[config.mk]
export PLATFORM = sky130hd
export DESIGN_NAME = leer_rtc_registros
export DESIGN_NICKNAME = d
export VERILOG_FILES = /design/src/rtl/leer_rtc_registros.sv
export SDC_FILE = /design/constraint.sdc
export NUM_CORES = 1
export LEC_CHECK = 0
export BUFFER_PORTS_ARGS = -buffer_cell sky130_fd_sc_hd__buf_2
export CELL_PAD_IN_SITES_DETAIL_PLACEMENT = 1
export CELL_PAD_IN_SITES_GLOBAL_PLACEMENT = 1
export CORE_UTILIZATION = 39
export CTS_CLUSTER_DIAMETER = 200
export DETAILED_ROUTE_END_ITERATION = 8
export PLACE_DENSITY = 0.84
export SLEW_MARGIN = 10
export SYNTH_ARGS = -nofsm -noshare
export SYNTH_HDL_FRONTEND = slang
export SYNTH_SLANG_ARGS = --single-unit
[constraint.sdc]
create_clock -name Clock -period 2.1 [get_ports Clock]
set_input_delay 0.63 -clock Clock [delete_from_list [all_inputs] [get_ports Clock]]
set_output_delay 0.63 -clock Clock [all_outputs]
set_load 0.005 [all_outputs]
[src/rtl/leer_rtc_registros.sv]
// rtl/leer_rtc_registros.sv - reads NUM_REGS consecutive RTC registers over the multiplexed AD bus
module leer_rtc_registros #(
    parameter logic [7:0] BASE_ADDR = 8'h21,
    parameter int         NUM_REGS  = 6,
    parameter int         T_FASE    = 4
) (
    input  logic       Clock,
    input  logic       Reset,
    input  logic       Inicie,
    input  logic [7:0] DatoBus_in,
    output logic [7:0] DireccionL,
    output logic       BusOE,
    output logic       ADL,
    output logic       RDL,
    output logic       WRL,
    output logic       CSL,
    output logic [7:0] DatoL,
    output logic [3:0] AddRegL,
    output logic       DatoValido,
    output logic       ReadyL
);

    localparam int         CW       = (T_FASE > 1) ? $clog2(T_FASE) : 1;
    localparam logic [CW-1:0] LAST_CNT = CW'(T_FASE - 1);
    localparam logic [3:0] LAST_IDX = 4'(NUM_REGS - 1);

    typedef enum logic [2:0] {
        IDLE   = 3'd0,
        A_STRB = 3'd1,
        A_HOLD = 3'd2,
        D_STRB = 3'd3,
        D_HOLD = 3'd4,
        DONE   = 3'd5
    } state_t;

    state_t        state;
    state_t        next_state;
    logic [CW-1:0] cnt;
    logic [3:0]    idx;
    logic          phase_end;

    logic [7:0] dir_d;
    logic       oe_d;
    logic       adl_d;
    logic       rdl_d;
    logic       wrl_d;
    logic       csl_d;
    logic [7:0] dato_d;
    logic [3:0] addreg_d;
    logic       valid_d;
    logic       ready_d;

    assign phase_end = (cnt == LAST_CNT);

    always_ff @(posedge Clock) begin
        if (!Reset) begin
            state <= IDLE;
            cnt   <= '0;
            idx   <= '0;
        end else begin
            state <= next_state;
            if (state == IDLE || state == DONE || next_state != state)
                cnt <= '0;
            else
                cnt <= cnt + 1'b1;
            if (state == IDLE && Inicie)
                idx <= '0;
            else if (state == D_HOLD && phase_end && idx != LAST_IDX)
                idx <= idx + 1'b1;
        end
    end

    always_comb begin
        next_state = state;
        case (state)
            IDLE:    if (Inicie) next_state = A_STRB;
            A_STRB:  if (phase_end) next_state = A_HOLD;
            A_HOLD:  if (phase_end) next_state = D_STRB;
            D_STRB:  if (phase_end) next_state = D_HOLD;
            D_HOLD:  if (phase_end) next_state = (idx == LAST_IDX) ? DONE : A_STRB;
            DONE:    next_state = IDLE;
            default: next_state = IDLE;
        endcase
    end

    // Pins lag the state by one cycle, so the byte is taken on the first D_HOLD
    // cycle: that edge closes the last RDL-low cycle seen on the bus.
    always_comb begin
        dir_d    = DireccionL;
        oe_d     = 1'b0;
        adl_d    = 1'b1;
        rdl_d    = 1'b1;
        wrl_d    = 1'b1;
        csl_d    = 1'b1;
        addreg_d = AddRegL;
        valid_d  = 1'b0;
        ready_d  = 1'b0;
        case (state)
            A_STRB: begin
                csl_d    = 1'b0;
                adl_d    = 1'b0;
                wrl_d    = 1'b0;
                oe_d     = 1'b1;
                dir_d    = BASE_ADDR + {4'b0000, idx};
                addreg_d = idx;
            end
            A_HOLD: oe_d = 1'b1;
            D_STRB: begin
                csl_d = 1'b0;
                rdl_d = 1'b0;
            end
            D_HOLD:  valid_d = (cnt == '0);
            DONE:    ready_d = 1'b1;
            default: ;
        endcase
        dato_d = valid_d ? DatoBus_in : DatoL;
    end

    always_ff @(posedge Clock) begin
        if (!Reset) begin
            DireccionL <= 8'h00;
            BusOE      <= 1'b0;
            ADL        <= 1'b1;
            RDL        <= 1'b1;
            WRL        <= 1'b1;
            CSL        <= 1'b1;
            DatoL      <= 8'h00;
            AddRegL    <= 4'h0;
            DatoValido <= 1'b0;
            ReadyL     <= 1'b0;
        end else begin
            DireccionL <= dir_d;
            BusOE      <= oe_d;
            ADL        <= adl_d;
            RDL        <= rdl_d;
            WRL        <= wrl_d;
            CSL        <= csl_d;
            DatoL      <= dato_d;
            AddRegL    <= addreg_d;
            DatoValido <= valid_d;
            ReadyL     <= ready_d;
        end
    end

endmodule
# Word level (Yosys, flattened, before mapping)
# Cells that the tools add are included.
[word_totals]
register_bits = 35
in_bits = 11
output_inout_bits = 27
wordCells = 49
[classes]
add_sub_neg = 3
n_eq_ne = 9
muxes = 13
n_bitwise = 1
n_reduce_logical = 11
[ops]
columns = ["op", "count"]
rows = [
  ["$mux W3", 6],
  ["$pmux W3 S5", 1],
  ["$reduce_or A2 Y1", 4],
  ["$add A6 B4 Y7 const A", 1],
  ["$eq A3 B2 Y1 const B", 2],
  ["$eq A3 B3 Y1 const B", 2],
  ["$mux W1", 6],
  ["$add A4 B1 Y4 const B", 1],
  ["$eq A4 B3 Y1 const B", 1],
  ["$ne A4 B3 Y1 const B", 1],
  ["$eq A3 B1 Y1 const B", 1],
  ["$logic_and A1 B1 Y1", 3],
  ["$logic_not A3 Y1", 1],
  ["$ne A3 B3 Y1", 1],
  ["$add A2 B1 Y2 const B", 1],
  ["$eq A2 B2 Y1 const B", 1],
  ["$logic_not A2 Y1", 1],
  ["$logic_or A1 B1 Y1", 2],
  ["$not A1 Y1", 1],
]

# Depth between registers and ports, before layout
# Gate-level depths: netlist of run 1.
[depth]
ltp_word = 7
ltp_mapped = 6
ltp_nobuf = 5

# Least setup slack after synthesis of run 1
# OpenSTA, ideal clock, no wires.
[synth_path]
kind = "register to register"
from = "register idx[1]"
to = "register idx[3]"
setup_time_ns = 0.070
t_arrival_ns = 1.445
required_time_ns = 2.030
setup_slack_ns = 0.585
stages_incl_launch_ff = 7
n_path_buf = 1
synth_period_minus_slack_ns = 1.515
cell_sequence = "dfxtp_1 > inv_1 > ha_1 > and3b_1 > buf_6 > or4_1 > a21oi_1"
[synth_between]
elab_chain_cells = 2
elab_cells_between_ends = 3
cone_classes = "add/sub: 1; eq/ne: 1; reduce/logical: 1"
[synth_rtl]
columns = ["item", "line_no", "rtl"]
rows = [
  ["from (decl)", "39", "logic [3:0] idx;"],
  ["from (signal assigned)", "69", "idx <= idx + 1'b1;"],
  ["parallel branches: the longest is 2 deep, another holds $add A4 B1 Y4", "--", ""],
]
# Several ways; the timed one is not identified.
# A chain may end at the register's enable or synchronous reset.

# Final worst setup path of run 1
[layout_path]
from = "register state[0]"
to = "register AddRegL[1]"
[layout_between]
elab_chain_cells = 1
[layout_rtl]
columns = ["item", "line_no", "rtl"]
rows = [
  ["from (decl)", "36", "state_t state;"],
  ["from (signal assigned)", "61", "state <= next_state;"],
  ["$eq A3 B1 Y1", "98", "case (state)"],
  ["to (signal assigned)", "139", "AddRegL <= addreg_d;"],
  ["to (decl)", "18", "output logic [3:0] AddRegL,"],
]
# Every way passes these cells.

==> summary.txt, run 1 <==
Synth
  • Yosys warns: 0
  • Register bit total from synthesis: 33
  • Top post-synthesis cells by area: dfxtp_1 (45%), mux2i_1 (9.5%), nor2b_1 (5.5%)
  • Distinct cells, synth: 39
  • Synth area leader: dfxtp_1
  • Yosys top cell area share: 44.6%
  • Cell count after synthesis: 147
  • Sequential area share after synthesis: 44.6%
  • Avg Synthesized Cell Area: 10.1 sq um
  • Cell Area, Synth: 1480 sq um

Placed design
  • DP Wirelength: 2310 microns
  • Post-DP Area: 1650 sq um
  • Dpl ws: 0.349 ns
  • Placed Cells: 219
  • RePlAce Congestion: 0.759
  • Buffers on Ports: 35

CTS
  • CTS Root Buffer Type: clkbuf_8
  • CTS Buf Count: 5
  • Postcts setup bufs: 0
  • Clock buffer depth: 2
  • Clk_lat worst skew: 0.28 ns
  • Clock-pin slew on the worst setup and hold paths: 0.07 ns
  • H-Tree Depth: 2
  • CTS Hold Buffers Added: 0
  • TritonCTS clock tree: yes
  • Total clock sinks: 33
  • Post-CTS sizing: 0

Timing
  • Tcrit/Tclk final: 81.6%
  • RSZ-0062 raised after global routing: false
  • Hold Worst Slack: 0.466 ns
  • Worst slew pin tran: 0.668 ns
  • Final setup viols: 0
  • Setup WS post-layout: 0.387 ns
  • TNS Setup: 0 ns
  • Fmax: 0.584 GHz
  • Fin. max-slew vios: 0
  • Tmin final: 1.71 ns
  • Clk_skew: 0.00741 ns
  • Final Hold Viols: 0
  • Rel. slew slack: 55.4%

Final layout
  • Final Instance Count excl. Fillers: 227
  • Filler cells: 442
  • Reg area: 661 sq um
  • Antenna Cells: 0
  • Area of the multi-input gates: 707 sq um
  • Finished Cell Area: 1730 sq um
  • Synth-to-layout area growth: 16.9%
  • Share of layout cells above drive strength 1: 26.3%
  • Final #Nets: 193
  • Post-layout util: 47.3%

Status
  • Status: finished, final reports clean

Floorplanning
  • Row Count: 22
  • Initial Util: 40.4%
  • Die area: 4050 sq um
  • I/O pins: 38
  • Die X: 63.6 microns
  • Die height: 63.6 microns
  • Core outline area: 3660 sq um

Power
  • PwrDens: 675 nW/um^2
  • Final total power: 1.17 mW
  • Peak VDD IR: 471 uV
  • Static Leak: 0.733 nW

GRT
  • Total GRT Usage: 16.2%
  • Largest net degree at the start of global routing: 20
  • Vias in the first global route: 1,135
  • GRT overflow: 0
  • First-pass GRT wire length: 5010 microns
  • Initial antenna violation count: 0

Hold path
  • Hold path depth: 1
  • Worst min path class: reg -> reg

Drt
  • Wire length per cell: 13.6 microns
  • First DRT Iteration DRCs: 14
  • Vias: 1,145
  • DR vias/cell: 5.04
  • Residual DRC: 0
  • DRT Pass-1 Iters: 5
  • Antenna viol nets, final: 0
  • Post-Route WL: 3080 microns

Worst setup path
  • CP startpoint kind: flop
  • WP data arrival: 1.88 ns
  • Req. time, crit path: 2.27 ns
  • Max Fanout on Critical Path: 15
  • CP Capture Type: flop
  • Crit path kind: reg -> reg
  • Cells on worst reg2reg path: 3

Run
  • Number of max-cap violations: 0
-- cell type report --
type / count / area share (%)
Sequential cell: 33 / 38.2
Clock inverter: 2 / 0.578
Inverter: 8 / 1.74
Multi-Input combinational cell: 93 / 40.9
Timing Repair Buffer: 37 / 11.0
Clock buffer: 6 / 4.19
Tap cell: 48 / 3.47
-- layout by cell type (no fill, tap or decap), drive strengths merged --
master	instances
or3	2
nand4bb	1
and4b	1
nor2b	13
a21o	1
xnor2	1
inv	8
a221oi	3
and3b	1
or4	1
nor4bb	1
o21bai	1
a21oi	6
o2111ai	1
a21boi	1
o31ai	3
nand2b	6
mux2i	14
nor3b	1
nor2	3
o21a	3
clkinv	2
nand3b	2
and4bb	1
buf	37
xor2	2
nand3	2
clkbuf	6
a311oi	1
nand2	5
nand4	1
conb	2
ha	4
dfxtp	33
o211a	3
and3	1
and2	2
o21ai	3
-- sequential cells by signal (all words and copies together), names as in the netlist --
signal	count
DireccionL	6
DatoL	8
BusOE	1
cnt	2
AddRegL	4
DatoValido	1
WRL	1
CSL	1
state	3
ReadyL	1
idx	4
RDL	1
-- final timing paths --
path,startpoint,end,slack (ns)
min,DireccionL[5],DireccionL[5],0.47
max reg2reg,state[0],AddRegL[1],0.39
min reg2reg,DireccionL[5],DireccionL[5],0.47
max,state[0],AddRegL[1],0.39
-- synth_stat cells, drive strengths merged --
cell type	n
nor4bb	1
and4bb	1
a21oi	6
mux2i	14
xor2	2
and3b	1
nor2	3
o21ai	3
xnor2	1
a21o	1
nand2b	6
or3	2
o211a	3
a21boi	1
o21bai	1
nand2	5
and3	1
or4	1
buf	12
ha	4
conb	1
o2111ai	1
inv	8
a311oi	1
o21a	3
nor2b	13
nand3b	2
nand4bb	1
nand4	1
nand3	2
and4b	1
dfxtp	33
clkbuf	2
o31ai	3
nor3b	1
a221oi	3
and2	2
-- metal layers --
metal / vias up / global-route usage, % / share of wire, % / routed length (microns)
met5: - / 0 / 0 / 0
met4: 0 / 4.26 / 0.68 / 21
met3: 5 / 5.98 / 4.9 / 151
met2: 25 / 29.5 / 52 / 1590
met1: 553 / 17.3 / 43 / 1320
li1: 562 / - / - / -
-- power breakdown --
group	internal, mW	switching, mW
sequential	0.639	0.0103
combinational	0.0396	0.0374
clock	0.229	0.213
-- critical path, stage by stage, from the launching register on --
cell	delay [ns]
dfxtp_1	0.60
nor3b_4	0.66
mux2i_1	0.28
nor2b_1	0.06
-- cell families (layout without fill, tap and decap cells) --
| logic type | count (synthesis) | in the layout | share of synthesized area, % |
|---|---|---|---|
| xor+xnor | 3 | 3 | 1.78 |
| buf+inv | 22 | 53 | 8.28 |
| mux | 14 | 14 | 9.47 |
| compound gates | 26 | 26 | 12.6 |
| simple gates | 44 | 44 | 19.6 |
| flops | 33 | 33 | 44.6 |
| other cells | 1 | 2 | 0.253 |
| fa+ha+maj | 4 | 4 | 3.38 |
Power figures use the tool's default switching activity.
==> inputs of run 2 (changes only) <==
==> constraint.sdc (replaced) <==
create_clock -name Clock -period 1.6 [get_ports Clock]
set_input_delay 0.48 -clock Clock [delete_from_list [all_inputs] [get_ports Clock]]
set_output_delay 0.48 -clock Clock [all_outputs]
set_load 0.005 [all_outputs]
==> run 2 against run 1 <==
Net effect:
- sequential share of layout area shrank 1.8 points
- non-clock buffer count up 9
- register-to-register slack worse by 0.28 ns
- combinational power is 49% higher
- via count grew 5.7%
==> summary.txt, run 2 (synthesis gave the netlist of run 1 again) <==
Final layout
  • Biggest register: DatoL
  • Filler cells: 446 (+0.90%)
  • Reg area: 662 sq um (+0.19%)
  • Largest registers: DatoL x8, DireccionL x6
  • Largest register FFs: 8 (unchanged)
  • Share of layout cells above drive strength 1: 31.0% (+4.8 points)
  • Most common cell after layout, fill and taps aside: buf_2
  • Most frequent cells in the layout: buf_2 (36), dfxtp_1 (32), mux2i_1 (14)
  • Synth-to-layout area growth: 22.9%
  • Final #Nets: 202 (+4.7%)
  • Antenna Cells: 0 (unchanged)
  • Area of the multi-input gates: 722 sq um (+2.1%)
  • Finished Cell Area: 1820 sq um (+5.1%)

Floorplanning
  • Row Count: 22 (unchanged)
  • Die area: 4050 sq um (unchanged)
  • I/O pins: 38 (unchanged)
  • Initial Util: 40.4% (unchanged)
  • Die X: 63.6 microns (unchanged)
  • Die height: 63.6 microns (unchanged)
  • Core outline area: 3660 sq um (unchanged)

GRT
  • Largest net degree at the start of global routing: 19 (-5.0%)
  • Initial antenna violation count: 0 (unchanged)
  • First-pass GRT wire length: 5330 microns (+6.5%)
  • GRT overflow: 0 (unchanged)
  • Vias in the first global route: 1,174 (+3.4%)
  • Total GRT Usage: 17.3% (+1.1 points)

Timing
  • Clk_skew: 0.0129 ns (+0.00546 ns)
  • Final Hold Viols: 0 (unchanged)
  • Final setup viols: 0 (unchanged)
  • Fin. max-slew vios: 0 (unchanged)
  • Hold Worst Slack: 0.462 ns (-0.00403 ns)
  • Tmin final: 1.50 ns (-0.215 ns)
  • Tcrit/Tclk final: 93.6% (+12 points)
  • Setup WS post-layout: 0.102 ns (-0.285 ns)
  • Fmax: 0.667 GHz (+14%)

Drt
  • Post-Route WL: 3350 microns (+8.8%)
  • Vias: 1,210 (+5.7%)
  • Residual DRC: 0 (unchanged)
  • DR vias/cell: 5.15 (+2.1%)
  • First DRT Iteration DRCs: 29 (+15)
  • DRT Pass-1 Iters: 4 (-1)
  • Antenna viol nets, final: 0 (unchanged)
  • Wire length per cell: 14.3 microns (+5.1%)

Worst setup path
  • Worst R2R Start: cnt[0]
  • Cells on worst reg2reg path: 5 (+2)
  • CP startpoint kind: flop
  • Origin of the worst setup path: cnt[0]
  • Crit path kind: reg -> reg
  • Worst path cell trace: ha_1 -> buf_4 -> nand2b_1 -> a21o_1 -> a221oi_1
  • Max Fanout on Critical Path: 8 (-7)
  • Crit-path slowest cell: dfxtp_1
  • WP data arrival: 1.67 ns (-0.21 ns)
  • Delay of the slowest cell on the worst path: 0.33 ns (-0.33 ns)
  • R2R setup slack: 0.10 ns (-0.28 ns)
  • Req. time, crit path: 1.78 ns (-0.49 ns)
  • CP Capture Type: flop
  • Reg2reg end: cnt[0]

Hold path
  • Worst hold endpoint: DatoL[3]
  • Critical hold path startpoint: DatoBus_in[3]
  • Worst min path class: in -> reg
  • Hold path depth: 3 (+2)

CTS
  • Clock-pin slew on the worst setup and hold paths: 0.07 ns (about the same)
  • H-Tree Depth: 2 (unchanged)
  • CTS Root Buffer Type: clkbuf_8
  • CTS Buf Count: 5 (unchanged)
  • Clock buffer depth: 2 (unchanged)
  • Postcts setup bufs: 0 (unchanged)
  • Clk_lat worst skew: 0.29 ns (about the same)
  • Total clock sinks: 33 (unchanged)
  • TritonCTS clock tree: yes

Power
  • P_int: 1.24 mW (+36%)
  • Final total power: 1.60 mW (+37%)
  • Peak VDD IR: 564 uV (+20%)
  • Sw frac: 22.4% (+0.090 points)
  • Clk pwr share: 39.6% (+1.8 points)
  • Combinational share of power: 7.2% (+0.6 points)
  • Static Leak: 0.782 nW (+6.6%)
  • Sequential power share: 53.2% (-2.4 points)
  • NetSw: 357 uW (+37%)
  • PwrDens: 877 nW/um^2 (+30%)

Placed design
  • DP Wirelength: 2380 microns (+3.1%)
  • Buffers on Ports: 35 (unchanged)
  • Post-DP Area: 1710 sq um (+3.6%)
  • Dpl ws: 0.0798 ns (-0.270 ns)
  • RePlAce Congestion: 0.842 (+11%)

Run
  • Number of max-cap violations: 0 (unchanged)

Status
  • Status: finished, final reports clean
## run 2: cell count changes in the layout (fill, tap and decap cells not counted), sizes merged
cell    previous run  this run
buf               37        46
clkinv             2         0
clkbuf             6         7
## run 2: power by group through the flow
stage	logic [mW]	clock network, mW	registers (mW)
2_1_floorplan	0.0720	0	0.867
3_3_place_gp	0.109	0	0.865
3_5_place_dp	0.114	0	0.867
4_1_cts	0.114	0.645	0.848
5_1_grt	0.127	0.679	0.851
6_report	0.115	0.631	0.849
## run 2: metrics by stage
stage | utilization (%) | setup TNS [ns] | instances
after floorplan | - | 0 | 148
final | 49.7 | 0 | 235
after CTS | 49.0 | 0 | 234
after global routing | 49.7 | -0.0468 | 235
after global placement | 46.7 | 0 | 227
after detailed placement | 46.7 | 0 | 227
## run 2: worst max-delay path by stage
| stage | to | cells past startpoint |
|---|---|---|
| after detailed placement | idx[3] | 3 |
| final | cnt[0] | 5 |
| after CTS | idx[3] | 3 |
| after global routing | idx[3] | 4 |
| after floorplan | idx[3] | 6 |
| after global placement | idx[3] | 3 |
## run 2: area by class of cell
cell class	instances	area share, %
multi-input combinational	93	39.7
sequential	33	36.4
timing repair buffer	46	14.2
clock buffer	7	4.75
tap	48	3.30
inverter	8	1.65
## run 2: repair_timing
action / 4_1_cts / 5_1_grt
resized for setup: 0 / 6
hold buffers: 0 / 0
hold endpoints to repair: 0 / 0
setup endpoints to repair: 0 / 7
## run 2: routing by layer
metal | up-vias | GRT usage (%) | share of wire [%]
met5 | - | 0 | 0
met4 | 0 | 6.53 | 1.8
met3 | 8 | 6.34 | 5.6
met2 | 32 | 29.3 | 49
met1 | 592 | 19.8 | 44
li1 | 578 | - | -
## run 2: critical path, delay by kind of cell (launching register included)
family                     cells  cell delay, ns
DFF                            1            0.33
and+or+nand+nor                1            0.14
adders and majority gates      1            0.27
AOI/OAI and AO/OA              2            0.48
buffers and inverters          1            0.18
==> inputs of run 3 (changes only) <==
--- a/config.mk
+++ b/config.mk
@@ -6,7 +6,7 @@
 export NUM_CORES = 1
 export LEC_CHECK = 0
 export BUFFER_PORTS_ARGS = -buffer_cell sky130_fd_sc_hd__buf_2
-export CELL_PAD_IN_SITES_DETAIL_PLACEMENT = 1
+export CELL_PAD_IN_SITES_DETAIL_PLACEMENT = 0
 export CELL_PAD_IN_SITES_GLOBAL_PLACEMENT = 1
 export CORE_UTILIZATION = 39
 export CTS_CLUSTER_DIAMETER = 200
==> constraint.sdc (replaced) <==
create_clock -name Clock -period 1.6 [get_ports Clock]
set_input_delay 0.48 -clock Clock [delete_from_list [all_inputs] [get_ports Clock]]
set_output_delay 0.48 -clock Clock [all_outputs]
set_load 0.1 [all_outputs]
==> run 3 against run 2 <==
Net effect:
- critical path type is now reg -> out
- setup slack got worse by 0.041 ns
- largest cell class unchanged
- maximum frequency down 2.7%
- critical path depth is 4 lower
- combinational power rose by 110%
- highest routed layer unchanged
==> summary.txt, run 3 (synthesis gave the netlist of run 1 again) <==
Timing
  • RSZ-0062 raised after global routing: false
  • Final setup viols: 0 (unchanged)
  • Tcrit/Tclk final: 96.2% (+2.6 points)
  • Tmin final: 1.54 ns (+0.0412 ns)
  • Fmax: 0.650 GHz (-2.7%)
  • TNS Setup: 0 ns (unchanged)
  • Fin. max-slew vios: 0 (unchanged)
  • Worst slew pin tran: 0.579 ns
  • Final Hold Viols: 0 (unchanged)
  • Clk_skew: 0.00399 ns (-0.00888 ns)
  • Rel. slew slack: 61.1%

CTS
  • CTS Root Buffer Type: clkbuf_8
  • CTS Hold Buffers Added: 0 (unchanged)
  • TritonCTS clock tree: yes
  • Clk_lat worst skew: 0.28 ns (about the same)
  • Clock buffer depth: 2 (unchanged)
  • CTS Buf Count: 5 (unchanged)
  • Postcts setup bufs: 0 (unchanged)
  • Clock-pin slew on the worst setup and hold paths: 0.06 ns (about the same)
  • H-Tree Depth: 2 (unchanged)
  • Post-CTS sizing: 0 (unchanged)
  • Total clock sinks: 33 (unchanged)

Worst setup path
  • Delay of the slowest cell on the worst path: 0.43 ns (+0.10 ns)
  • CP delay by family, top: buffers and inverters
  • CP Capture Type: output pin
  • WP data arrival: 1.06 ns (-0.61 ns)
  • Buf+Inv Stages, Crit Path: 1 (unchanged)
  • Origin of the worst setup path: AddRegL[3]
  • Worst R2R Start: state[1]
  • R2R setup slack: 0.08 ns (-0.02 ns)
  • Req. time, crit path: 1.12 ns (-0.66 ns)
  • Crit-path slowest cell: buf_2
  • Worst path cell trace: buf_2
  • Crit path kind: reg -> out
  • Reg2reg end: idx[3]
  • Cells on worst reg2reg path: 3 (-2)
  • Max Fanout on Critical Path: 2 (-6)
  • CP startpoint kind: flop

Final layout
  • Post-layout util: 48.5% (-1.2 points)
  • Finished Cell Area: 1780 sq um (-2.4%)
  • Final #Nets: 200 (-0.99%)
  • Filler cells: 346 (-22%)
  • Area of the multi-input gates: 707 sq um (-2.1%)
  • Share of layout cells above drive strength 1: 29.3% (-1.7 points)
  • Reg area: 662 sq um (unchanged)
  • Final Instance Count excl. Fillers: 232 (-1.3%)
  • Antenna Cells: 0 (unchanged)
  • Largest registers: DatoL x8, DireccionL x6
  • Biggest register: DatoL
  • Most common cell after layout, fill and taps aside: buf_2
  • Most frequent cells in the layout: buf_2 (35), dfxtp_1 (32), mux2i_1 (14)
  • Largest register FFs: 8 (unchanged)
  • Synth-to-layout area growth: 19.9%

GRT
  • Largest net degree at the start of global routing: 21 (+2)
  • First-pass GRT wire length: 4840 microns (-9.3%)
  • Initial antenna violation count: 0 (unchanged)
  • Total GRT Usage: 15.8% (-1.5 points)
  • Vias in the first global route: 1,052 (-10%)
  • GRT overflow: 0 (unchanged)

Drt
  • Antenna viol nets, final: 0 (unchanged)
  • Vias: 1,137 (-6.0%)
  • Wire length per cell: 12.6 microns (-12%)
  • First DRT Iteration DRCs: 49 (+69%)
  • DR vias/cell: 4.90 (-4.8%)
  • Post-Route WL: 2910 microns (-13%)
  • Residual DRC: 0 (unchanged)
  • DRT Pass-1 Iters: 5 (+1)

Hold path
  • Critical hold path startpoint: DatoBus_in[5]
  • Worst min path class: in -> reg
  • Hold path depth: 3 (unchanged)
  • Worst hold endpoint: DatoL[5]

Power
  • Final total power: 1.65 mW (+3.4%)
  • Peak VDD IR: 360 uV (-36%)
  • Static Leak: 0.765 nW (-2.1%)
  • PwrDens: 930 nW/um^2 (+6.0%)

Floorplanning
  • Die height: 63.6 microns (unchanged)
  • Die area: 4050 sq um (unchanged)
  • Initial Util: 40.4% (unchanged)
  • Die X: 63.6 microns (unchanged)
  • Core outline area: 3660 sq um (unchanged)
  • I/O pins: 38 (unchanged)
  • Row Count: 22 (unchanged)

Placed design
  • RePlAce Congestion: 0.845 (+0.30%)
  • DP Wirelength: 2090 microns (-12%)
  • Placed Cells: 226 (-0.44%)
  • Buffers on Ports: 35 (unchanged)
  • Post-DP Area: 1700 sq um (-0.37%)

Status
  • Status: finished, final reports clean

Run
  • Number of max-cap violations: 0 (unchanged)
[run 3: stage by stage]
| step | hold WS, ns | setup WS [ns] |
|---|---|---|
| 2_1_floorplan | 0.429 | 0.0852 |
| 3_3_place_gp | 0.440 | 0.193 |
| 3_5_place_dp | 0.460 | 0.114 |
| 4_1_cts | 0.456 | 0.0513 |
| 5_1_grt | 0.464 | 0.00783 |
| 6_report | 0.458 | 0.0606 |
[run 3: worst register-to-register path, cell delays in order (launching register included)]
cell	delay, ns
dfxtp_1	0.48
nand4bb_1	0.39
or4_1	0.45
a21oi_1	0.14
[run 3: area by class of cell]
class	count	area share [%]
well taps	48	3.38
clock buffers	5	3.88
repair buffers	44	13.7
flip-flops and latches	33	37.3
multi-input cells	93	39.8
clock inverters	1	0.282
inverters	8	1.69
[run 3: metal layers]
metal  wire length, microns  vias to the layer above  global-route usage, %  share of wire, %
met5                      0                        -                      0                 0
met4                     48                        0                   5.97               1.6
met3                    149                        6                   6.34               5.1
met2                   1330                       29                   24.7                46
met1                   1380                      527                   19.3                48
li1                       -                      575                      -                 -
[run 3: how the worst max path moves through the flow]
| stage | endpoint | slack (ns) | depth (start not counted) |
|---|---|---|---|
| after floorplan | idx[3] | 0.09 | 6 |
| after global placement | idx[3] | 0.19 | 3 |
| after detailed placement | idx[3] | 0.11 | 3 |
| after CTS | AddRegL[3] | 0.05 | 1 |
| after global routing | idx[3] | 0.008 | 3 |
| final | AddRegL[3] | 0.06 | 1 |
[run 3: power breakdown]
| group | total (mW) | internal, mW | switching (mW) |
|---|---|---|---|
| combinational | 0.236 | 0.0563 | 0.179 |
| clock | 0.568 | 0.286 | 0.282 |
| sequential | 0.847 | 0.839 | 0.00847 |
| total | 1.65 | 1.18 | 0.470 |
